==> src/rtl/freg_wb_sched.sv <==
// Floating-point register file write-port scheduler: arbitrates FPU, LSU and
// JTAG writebacks onto one registered write port and tracks pending writes.
module freg_wb_sched #(
    parameter int ADDR_W  = 5,
    parameter int DATA_W  = 32,
    parameter int REG_NUM = 32
) (
    input  logic                clk,
    input  logic                rst,
    input  logic                issue_valid_i,
    input  logic [ADDR_W-1:0]   issue_rd_i,
    input  logic [ADDR_W-1:0]   issue_rs1_i,
    input  logic [ADDR_W-1:0]   issue_rs2_i,
    output logic                issue_stall_o,
    input  logic                fpu_valid_i,
    output logic                fpu_ready_o,
    input  logic [ADDR_W-1:0]   fpu_rd_i,
    input  logic [DATA_W-1:0]   fpu_data_i,
    input  logic                lsu_valid_i,
    output logic                lsu_ready_o,
    input  logic [ADDR_W-1:0]   lsu_rd_i,
    input  logic [DATA_W-1:0]   lsu_data_i,
    input  logic                jtag_valid_i,
    output logic                jtag_ready_o,
    input  logic [ADDR_W-1:0]   jtag_addr_i,
    input  logic [DATA_W-1:0]   jtag_data_i,
    output logic                we_o,
    output logic [ADDR_W-1:0]   waddr_o,
    output logic [DATA_W-1:0]   wdata_o,
    output logic [REG_NUM-1:0]  busy_o,
    output logic                err_o
);

    typedef enum logic {FAV_FPU, FAV_LSU} rr_t;

    rr_t                rr_q, rr_d;
    logic               sb_write;   // current port write came from FPU/LSU and retires a busy bit
    logic [REG_NUM-1:0] busy_d;
    logic [REG_NUM-1:0] write_mask;
    logic [REG_NUM-1:0] eff_busy;
    logic               wb_to_idle;

    // NOTE: every combinational output gets a default first so no path infers a latch.
    always_comb begin
        fpu_ready_o  = 1'b0;
        lsu_ready_o  = 1'b0;
        jtag_ready_o = 1'b0;
        rr_d         = rr_q;
        if (lsu_valid_i && (!fpu_valid_i || rr_q == FAV_LSU)) begin
            lsu_ready_o = 1'b1;
            rr_d        = FAV_FPU;
        end else if (fpu_valid_i) begin
            fpu_ready_o = 1'b1;
            rr_d        = FAV_LSU;
        end else if (jtag_valid_i && busy_o == '0) begin
            jtag_ready_o = 1'b1;
        end
    end

    // A register written this cycle is forwarded by the file, so it no longer blocks ID.
    always_comb begin
        write_mask = '0;
        if (we_o) write_mask[waddr_o] = 1'b1;
        eff_busy      = busy_o & ~write_mask;
        issue_stall_o = eff_busy[issue_rs1_i] | eff_busy[issue_rs2_i]
                      | (issue_valid_i & eff_busy[issue_rd_i]);
    end

    // Set after clear so a same-cycle issue to the retiring register keeps it busy.
    always_comb begin
        busy_d = busy_o;
        if (we_o && sb_write) busy_d[waddr_o] = 1'b0;
        if (issue_valid_i && !issue_stall_o) busy_d[issue_rd_i] = 1'b1;
        busy_d[0] = 1'b0;
    end

    assign wb_to_idle = (fpu_ready_o && !busy_o[fpu_rd_i])
                      || (lsu_ready_o && !busy_o[lsu_rd_i]);

    // NOTE: sequential state uses non-blocking assignments so all registers sample pre-edge values.
    always_ff @(posedge clk) begin
        if (rst) begin
            rr_q     <= FAV_LSU;
            we_o     <= 1'b0;
            waddr_o  <= '0;
            wdata_o  <= '0;
            sb_write <= 1'b0;
            busy_o   <= '0;
            err_o    <= 1'b0;
        end else begin
            rr_q     <= rr_d;
            we_o     <= fpu_ready_o | lsu_ready_o | jtag_ready_o;
            sb_write <= fpu_ready_o | lsu_ready_o;
            busy_o   <= busy_d;
            err_o    <= err_o | wb_to_idle;
            if (lsu_ready_o) begin
                waddr_o <= lsu_rd_i;
                wdata_o <= lsu_data_i;
            end else if (fpu_ready_o) begin
                waddr_o <= fpu_rd_i;
                wdata_o <= fpu_data_i;
            end else if (jtag_ready_o) begin
                waddr_o <= jtag_addr_i;
                wdata_o <= jtag_data_i;
            end
        end
    end

endmodule

==> config.mk <==
export PLATFORM = sky130hd
export DESIGN_NAME = freg_wb_sched
export DESIGN_NICKNAME = d
export VERILOG_FILES = /design/src/rtl/freg_wb_sched.sv
export SDC_FILE = /design/constraint.sdc
export NUM_CORES = 1
export LEC_CHECK = 0
export ABC_CLOCK_PERIOD_IN_PS = 2700
export BUFFER_PORTS_ARGS = -buffer_cell sky130_fd_sc_hd__buf_2
export CAP_MARGIN = 20
export CORE_UTILIZATION = 51
export CTS_CLUSTER_DIAMETER = 150
export CTS_CLUSTER_SIZE = 14
export DETAILED_ROUTE_END_ITERATION = 6
export HOLD_SLACK_MARGIN = 0.12
export PLACE_DENSITY = 0.81
export SYNTH_ARGS = -nofsm -noshare
export SYNTH_HDL_FRONTEND = slang
export SYNTH_SLANG_ARGS = --single-unit
==> constraint.sdc <==
create_clock -name clk -period 2.7 [get_ports clk]
set_input_delay 0.405 -clock clk [delete_from_list [all_inputs] [get_ports clk]]
set_output_delay 0.405 -clock clk [all_outputs]
set_load 0.005 [all_outputs]
### After elaboration in Yosys (flattened, before gate mapping)

Index checks and enable logic that the tools add are counted.

* word-level logic and storage cells: 75
* register bits: 73

* reductions and logical operators: 17
* bitwise logic cells: 11
* $lt $le $gt $ge: 8
* muxes and demuxes: 31

Operator list (count)
* two-way mux 32 bit: 6
* AND 32 bit: 2
* NOT 32 bit: 2
* < comparator 5 x 6 -> 1 bit, second input constant: 6
* logical NOT 32 bit: 1
* OR 32 bit: 1
* binary-select mux 1 bit (select 5 bit): 5
* two-way mux 1 bit: 15
* two-way mux 5 bit: 3
* demux 1 bit (select 5 bit): 2
* >= comparator 5 x 1 -> 1 bit, second input constant: 2
* logical AND 1 bit: 8
* OR 1 bit: 5
* logical NOT 1 bit: 4
* nonzero test 3 bit: 1
* logical OR 1 bit: 2
* nonzero test 2 bit: 1
* AND 1 bit: 1

### Logic depth before layout (Yosys ltp)

* depth after elaboration: 14
* depth in mapped cells: 10
* gate-level depth less buffers: 7

### Worst setup path after synthesis

Ideal clock, no wire load.

* path type: in2out
* start: input issue_rs1_i[0]
* end: output issue_stall_o
* path buffers: 3
* data arrival time: 2004 ps
* stages: 8
* path slack: 291 ps
* cell sequence: buf_2 > clkbuf_1 > mux2i_1 > nor3_1 > o311ai_0 > a32o_2 > buf_6 > nand3b_1

* cells in the longest elaborated chain, start to end: 4

RTL lines
* start, declared: RTL line 12 `input logic [ADDR_W-1:0] issue_rs1_i,`
* binary-select mux 1 bit (select 5 bit): RTL line 65 `issue_stall_o = eff_busy[issue_rs1_i] | eff_busy[issue_rs2_i]`
* two-way mux 1 bit (not written as such): RTL line 65
* OR 1 bit: RTL line 65
* OR 1 bit: RTL line 66 `| (issue_valid_i & eff_busy[issue_rd_i]);`
* end, declared: RTL line 14 `output logic issue_stall_o,`

No other way between the ends. The select of a mux whose other input is x is not followed.

### Worst setup path in the final report

* start: register waddr_o[2]
* end: output issue_stall_o

* cells in the longest elaborated chain, start to end: 11

RTL lines
* start, declared: RTL line 28 `output logic [ADDR_W-1:0] waddr_o,`
* start signal, assigned: RTL line 97 `waddr_o <= lsu_rd_i;`
* start signal, assigned: RTL line 100 `waddr_o <= fpu_rd_i;`
* start signal, assigned: RTL line 103 `waddr_o <= jtag_addr_i;`
* < comparator 5 x 6 -> 1 bit (not written as such) or >= comparator 5 x 1 -> 1 bit (tied branches): RTL line 63 `if (we_o) write_mask[waddr_o] = 1'b1;`
* logical AND 1 bit (not written as such): RTL line 63
* two-way mux 1 bit (not written as such): RTL line 63
* demux 1 bit (select 5 bit) (*): RTL line 63
* two-way mux 32 bit (*): RTL line 63
* NOT 32 bit (*): RTL line 64 `eff_busy = busy_o & ~write_mask;`
* AND 32 bit (*): RTL line 64
* binary-select mux 1 bit (select 5 bit) (on tied branches): RTL line 65, 66
* two-way mux 1 bit (on tied branches): RTL line 65, 66
* OR 1 bit or AND 1 bit (tied branches): RTL line 65, 66
* OR 1 bit (*): RTL line 66

Every way passes the cells marked *; elsewhere a longest branch is shown, timed or not. The select of a mux whose other input is x is not followed.

==> impl_metrics.toml <==
[critical_path]
slowest_stage = "dfxtp_4"
crit_type = "reg2out"
r2r_slack_ps = 200
crit_required_ps = 2300
crit_fanout = 7
cp.arrival_ps = 2370
crit_chain = "buf_12 -> and4bb_2 -> buf_4 -> nand2_1 -> a41o_1 -> o211ai_1 -> o22a_1 -> nand3b_1 -> buf_2"
setup.worst_path.start_class = "flip-flop"
cpPeakStageDelay_ps = 370
cp-end-kind = "output port"

[job]
maxCapViolCount = 0

[global_route]
met2_usage_pct = 61.8
gr-usage-met1_pct = 52.2
grt-ovfl-total = 0
busiest_layer = "met2"
grt_max_degree = 41
antenna_found_initial = 0
grtUsageTotal_pct = 41.0
grt_first_pass_wirelength_mm = 36.4
globalRouteMet3Util_pct = 12.2
grt_pass1_vias = 6517

[pwr]
leakagePower_nw = 3.38
power_density_nw_per_um2 = 413
irDropWorstVdd_uv = 410

[timing]
period_share_pct = 103
setup_viol = 1
fmax_mhz = 361
worst_slack_ps = -71.3
skew_ps = 6.57
rsz0062_at_grt = "true"
relSlewSlack_pct = 50.5
hold_ws_ps = 348
final-hold-violation-count = 0
maxSlewViolCount = 0
tightest_slew_ps = 739
layout_min_cycle_time_ps = 2770

[finish]
fillerInstances = 906
seq_area_um2 = 1460
syn2layout_area_growth_pct = 32.9
fin_util_pct = 71.1
multi_input_area_um2 = 4170
antennaDiodeCount = 0
drive_above_1_share_pct = 36.1
nNetsFinal = 1107

[synthesis]
synth-seq-cells = 72
netlist_area_um2 = 5900
synth_ff_type = "dfxtp_1"
synthArstFlopShare_pct = 0
synthCells = 760
synth_cell_types = 75
ys_seq_area_share_pct = 24.4
syn_avg_cell_area_um2 = 7.76
synth_enable_flop_cells = 0
syn_nets = 892
yosysWarnings = 0

[place]
pre_cts_ws_ps = 140
port_buffers = 205
place.gp.congestion = 1.15
place_hpwl_mm = 18.1

[floorplan]
rows = 38
die_w_um = 110
io_pins = 207
start_util_pct = 53.5
die_h_um = 110
die_area_um2 = 12000
coreArea_um2 = 11000

[routing]
final_antenna_net_count = 0
drt_wl_total_mm = 24.8
drt_first_pass_iters = 7
vias = 7340
drcViolationCount = 0
drt_iter0_drc = 1182
viasPerCell = 6.56
wire_per_inst_um = 22.2

[clock_network]
cts_buffer_depth = 2
clockRootBuffer = "clkbuf_16"
htree_levels = 3
numCtsBuffers = 9
cts_hold_buffers = 0
clk_pin_slew_ps = 60
cts_sinks = 72
clock_latency_ps = 340
cts_tree = "yes"

[status]
outcome = "finished with violations"
violations = "setup timing"

[worst_hold_path]
hp-class = "in2reg"
[path summary, 6_finish.rpt]
check | from | endpoint | cells after the start
max | waddr_o[2]$_SDFFE_PP0P_ | issue_stall_o | 9
min | fpu_valid_i | sb_write$_SDFF_PP0_ | 3
max reg2reg | waddr_o[2]$_SDFFE_PP0P_ | busy_o[13]$_SDFF_PP0_ | 10
min reg2reg | rr_q$_SDFFE_PP1P_ | rr_q$_SDFFE_PP1P_ | 2
[synth_stat cells (4+ instances only)]
cell type / n / area share [%]
dfxtp_1: 72 / 24
buf_1: 9 / 0.57
inv_1: 15 / 0.95
nand3_1: 10 / 0.85
mux4_2: 18 / 6.9
buf_4: 4 / 0.51
nor2_1: 96 / 6.1
o21ai_1: 33 / 2.8
a211o_1: 4 / 0.59
a211oi_1: 42 / 5.3
o311ai_0: 4 / 0.59
nand2_1: 40 / 2.5
buf_2: 14 / 1.2
o2111ai_1: 9 / 1.3
clkbuf_1: 46 / 2.9
nor4_1: 10 / 1.1
mux2i_1: 49 / 8.3
nor3_1: 9 / 0.76
nor3b_1: 4 / 0.51
a31oi_1: 7 / 0.74
o211ai_1: 16 / 2.0
a21oi_1: 55 / 4.7
nor2b_1: 20 / 2.1
o21ai_0: 33 / 2.8
buf_6: 4 / 0.76
nand2b_1: 8 / 0.85
and2_1: 7 / 0.74
nand4_1: 40 / 4.2
nand3b_1: 17 / 2.2
[metal layers]
metal / routed length [um] / vias up
li1: - / 3321
met1: 9140 / 3307
met2: 10900 / 595
met3: 3280 / 117
met4: 1490 / 0
met5: 0 / -
[stage by stage]
| step | instance area [um2] | instances | power (mW) | TNS (ps) |
|---|---|---|---|---|
| final | 7840 | 1119 | 3.23 | -71.3 |
| after global routing | 7840 | 1119 | 3.37 | -139 |
| after CTS | 7800 | 1118 | 3.22 | -24.4 |
| after detailed placement | 7280 | 1092 | 1.99 | 0 |
| after global placement | 7280 | 1092 | 1.98 | 0 |
| after floorplan | 5900 | 760 | 1.66 | 0 |
[what timing repair did]
item | 4_1_cts | 5_1_grt
pin swaps | 17 | 3
resized for setup | 41 | 6
setup endpoints to repair | 1 | 2
setup buffers | 11 | 1
[placed cells by master, fill, tap and decap left out, drive strengths merged, types with 3 or more instances in the layout]
| cell type | count |
|---|---|
| buf | 281 |
| nor2 | 96 |
| dfxtp | 72 |
| o21ai | 67 |
| a21oi | 55 |
| mux2i | 49 |
| a211oi | 42 |
| nand4 | 40 |
| nand2 | 40 |
| nor2b | 20 |
| mux4 | 18 |
| nand3b | 17 |
| o211ai | 16 |
| inv | 15 |
| clkbuf | 11 |
| nand3 | 10 |
| nor4 | 10 |
| o2111ai | 9 |
| nor3 | 9 |
| nand2b | 8 |
| and2 | 8 |
| a31oi | 7 |
| nor3b | 5 |
| a211o | 4 |
| o311ai | 4 |
| nor4b | 4 |
| o22ai | 3 |
| and4 | 3 |
| a311oi | 3 |
| a32o | 3 |
| xnor2 | 3 |
| clkinv | 3 |
| a21boi | 3 |
[sequential cells by signal, summed over array words and instances, names as in the netlist]
signal / cells
err_o: 1
rr_q: 1
sb_write: 1
wdata_o: 32
busy_o: 31
waddr_o: 5
we_o: 1
[layout make-up]
type	count	area share [%]
Multi-Input combinational cell	595	53.1
Timing Repair Buffer	281	21.5
Sequential cell	72	18.6
Clock buffer	11	3.10
Tap cell	140	2.23
Inverter	16	0.766
Clock inverter	4	0.702
[kinds of logic after synthesis]
| kind of cell | share of synthesized area, % |
|---|---|
| AOI/OAI and AO/OA | 26.8 |
| xor gates and xnor gates | 0.573 |
| buffers and inverters | 6.98 |
| DFF | 24.4 |
| muxes | 15.6 |
| other | 0.0636 |
| and+or+nand+nor | 25.6 |
[critical path: cells and delay by family, from the launching register on]
| kind | cells | cell delay [ps] |
|---|---|---|
| buf+inv | 3 | 460 |
| simple gates | 3 | 570 |
| compound gates | 3 | 630 |
| flops | 1 | 370 |
[power breakdown]
group	internal, mW	leakage [nW]	switching (mW)
clock network	0.738	0.142	0.452
logic	0.380	2.64	0.496
registers	1.12	0.594	0.0463
No activity file was read; power rests on OpenSTA's default activity.
